File: src/rtl/block_memory.sv
// Block-granular backing store below the data cache: 32-bit block reads and writes
// over a read/write/busywait handshake with a fixed multi-cycle access latency.
module block_memory #(
    parameter int ADDR_W  = 6,
    parameter int DATA_W  = 32,
    parameter int LATENCY = 5
) (
    input  logic              clock,
    input  logic              reset,
    input  logic              read,
    input  logic              write,
    input  logic [ADDR_W-1:0] address,
    input  logic [DATA_W-1:0] writedata,
    output logic [DATA_W-1:0] readdata,
    output logic              busywait
);

    localparam int DEPTH = 1 << ADDR_W;
    localparam int CNT_W = $clog2(LATENCY) + 1;

    typedef enum logic [1:0] {
        IDLE    = 2'd0,
        BUSY    = 2'd1,
        RELEASE = 2'd2
    } state_t;

    state_t             state_reg;
    logic [CNT_W-1:0]   counter_reg;
    logic [ADDR_W-1:0]  addr_reg;
    logic [DATA_W-1:0]  data_reg;
    logic               op_write_reg;
    logic [DATA_W-1:0]  readdata_reg;
    logic               busywait_reg;

    // Reset must clear every block, so storage is a flop array rather than a RAM macro.
    logic [DATA_W-1:0]  mem_reg [DEPTH];

    always_ff @(posedge clock) begin
        if (!reset) begin
            state_reg    <= IDLE;
            counter_reg  <= '0;
            addr_reg     <= '0;
            data_reg     <= '0;
            op_write_reg <= 1'b0;
            readdata_reg <= '0;
            busywait_reg <= 1'b0;
            for (int i = 0; i < DEPTH; i++) begin
                mem_reg[i] <= '0;
            end
        end else begin
            case (state_reg)
                IDLE: begin
                    if (read || write) begin
                        addr_reg     <= address;
                        data_reg     <= writedata;
                        op_write_reg <= write;   // write wins when both are requested
                        counter_reg  <= CNT_W'(LATENCY - 1);
                        busywait_reg <= 1'b1;
                        state_reg    <= BUSY;
                    end
                end
                BUSY: begin
                    if (counter_reg != '0) begin
                        counter_reg <= counter_reg - CNT_W'(1);
                    end else begin
                        if (op_write_reg) begin
                            mem_reg[addr_reg] <= data_reg;
                        end else begin
                            readdata_reg <= mem_reg[addr_reg];
                        end
                        busywait_reg <= 1'b0;
                        state_reg    <= RELEASE;
                    end
                end
                RELEASE: begin
                    // One dead cycle so a request line left high cannot retrigger at once.
                    state_reg <= IDLE;
                end
                default: begin
                    state_reg <= IDLE;
                end
            endcase
        end
    end

    assign readdata = readdata_reg;
    assign busywait = busywait_reg;

endmodule
File: config.mk
export PLATFORM = sky130hd
export DESIGN_NAME = block_memory
export DESIGN_NICKNAME = d
export VERILOG_FILES = /design/src/rtl/block_memory.sv
export SDC_FILE = /design/constraint.sdc
export NUM_CORES = 2
export LEC_CHECK = 0
export ABC_AREA = 0
export CORE_UTILIZATION = 40
export DETAILED_ROUTE_END_ITERATION = 7
export PLACE_DENSITY_LB_ADDON = 0.25
export SYNTH_ARGS = -nofsm -noshare
export SYNTH_HDL_FRONTEND = slang
export SYNTH_SLANG_ARGS = --single-unit
File: constraint.sdc
create_clock -name clock -period 5.3 [get_ports clock]
set_clock_uncertainty 0.15 [all_clocks]
set_input_delay 1.06 -clock clock [delete_from_list [all_inputs] [get_ports clock]]
set_output_delay 1.06 -clock clock [all_outputs]
set_load 0.05 [all_outputs]
==> reports/metrics.cfg <==
[sta]
tns_ps = 0
drv_slew = 0
setup_viol = 0
rsz0062_at_grt = false
max_freq_ghz = 0.237
fin_ws_ps = 1080
hold_viol = 0
relSlewSlack_pct = 10.7
min_period_over_period_pct = 79.6
post-route-min-period_ps = 4220
tightest_slew_ps = 1330

[logic_synthesis]
yosysSeqAreaShare_pct = 65.5
ys_types = 70
yosysWarnings = 0
ys.flop_type = edfxtp_1
syn_inst = 6943
syn_area_per_cell_um2 = 13.9
synth_fp_nets = 6986
synth_edf_count = 2048
synth_area_um2 = 96300
ys_ff_latch = 2126
async_reset_ff_share_pct = 0

[min_path]
holdCritPathClass = flip-flop to flip-flop

[placement]
place_area_um2 = 101000
gp_congestion = 0.935
dp_hpwl_um = 195000
io_buffer_count = 74
place_ws_ps = 911

[global_routing]
antenna_found_initial = 38
grt_usage_pct = 27.0
globalRoute.totalOverflow = 0
grt_max_degree = 107
grt_pass1_vias = 58400
grt_pass1_wl_um = 463000

[worst_setup_path]
path_class = flip-flop to flip-flop
reg2reg_slack_ps = 1080
end_kind = flip-flop
cp.required_ps = 5630
startpoint_type = flip-flop
cp_max_fo = 32
cp.arrival_ps = 4550

[clocking]
insertion_delay_ps = 890
cts.hold.buffers_added = 0
path_clk_slew_ps = 60
cts_tree = built
postCtsSetupBuffers = 0
cts_buffers = 222
cts_root_buf = clkbuf_16
post_cts_resized = 0
cts.sinks = 2126
clk_path_buf_depth = 3
htree_levels = 4

[die]
die_w_um = 493
floorplan.initialDensity_pct = 40.4
io-pin-count = 75
die_area_um2 = 243000
rows = 179
core_area_um2 = 239000
fp.dieH_um = 493

[drt]
routed_wl_um = 331000
wl_met3_um = 32100
ant_nets = 0
drt-pass1-iter-count = 7
route.layer.met1.wl_um = 130000
first_iter_violations = 8317
vias = 60500
route.met2.wl_um = 152000
drc = 0
top_layer = met5
viasPerCell = 5.95
routedWlPerCell_um = 32.6

[pwr]
max-vdd-ir-drop_mv = 0.377
fin_total_pwr_mw = 39.7
leakagePower_nw = 38.4
power_density_nw_per_um2 = 366

[job]
max_cap_viol_count = 0

[outcome]
outcome = finished clean

[finish]
fin_nets = 6853
syn2layout_area_growth_pct = 12.6
layout-drive-gt1-share_pct = 15.0
largest_register_ffs = 2048
stdcell_area_um2 = 108000

[synthesized netlist by cell type (55+ instances only)]
cell | number | area (um2)
a21oi_1 | 96 | 480
a221oi_1 | 208 | 1820
a22oi_1 | 140 | 1050
and2_1 | 1926 | 12000
and3_1 | 135 | 845
buf_2 | 142 | 711
clkbuf_1 | 493 | 1850
dfxtp_1 | 78 | 1560
edfxtp_1 | 2048 | 61500
mux2i_1 | 407 | 4070
mux4_2 | 178 | 4010
nand2_1 | 185 | 694
nand3_1 | 55 | 275
nor2_1 | 158 | 593
o21ai_0 | 166 | 831
o22ai_1 | 96 | 601
[final timing paths]
check | start | to | depth (start not counted)
max | addr_reg[2] | mem_reg[13][22] | 3
min | data_reg[24] | data_reg[24] | 2
max reg2reg | addr_reg[2] | mem_reg[13][22] | 3
min reg2reg | data_reg[24] | data_reg[24] | 2
[kinds of logic (layout without fill, tap and decap cells)]
logic type	Yosys count	in the layout	synth area share, %
AO/OA/AOI/OAI	895	895	6.52
XOR/XNOR	2	2	0.0182
adder cells (fa/ha/maj)	1	1	0.0130
buffers and inverters	748	793	3.40
flip-flops	2126	2126	65.5
multiplexers	625	625	8.86
other	0	16	0
AND/OR/NAND/NOR	2546	2546	15.7
[power breakdown]
group	internal, mW	switching [mW]
sequential	19.0	0.405
clock	8.54	6.69
combinational	1.37	3.68
total	28.9	10.8
[layout make-up]
cell class / instances / area (um2)
fill: 20800 / 130000
sequential: 2126 / 63100
multi-input combinational: 4069 / 30900
clock buffer: 293 / 6000
tap: 3167 / 3960
timing repair buffer: 386 / 3420
clock inverter: 109 / 955
antenna: 16 / 40.0
inverter: 5 / 26.3
[metrics by stage]
stage / hold slack, ps / utilization (%) / instances
2_1_floorplan: 401 / - / 6943
3_3_place_gp: 306 / 42.5 / 9752
4_1_cts: 316 / 45.4 / 10200
6_report: 319 / 45.5 / 10200
5_1_grt: 341 / 45.4 / 10200
3_5_place_dp: 307 / 42.5 / 9752
[cells in the final DEF (no fill, tap or decap), drive strengths merged, types with 34 or more instances in the layout]
cell,n
o21ai,167
a221oi,208
mux4,178
o22ai,96
mux2,40
nor2,175
a22oi,140
clkbuf,293
nand3,58
a21oi,96
nand2,188
and2,1926
a31oi,34
and3,137
edfxtp,2048
mux2i,407
buf,313
clkdlybuf4s50,73
a21boi,40
clkinv,86
dfxtp,78
[worst max-delay path, cell delays in order (launching register included)]
cell	delay, ps
dfxtp_4	810
nor2b_4	960
nand3_4	670
o21ai_4	1180
[routing by layer]
metal / track usage, % / vias up
met5: 0 / -
met4: 13.2 / 14
met3: 5.33 / 644
met2: 42.0 / 3265
met1: 36.2 / 31400
li1: - / 25200
Power figures use the tool's default switching activity.
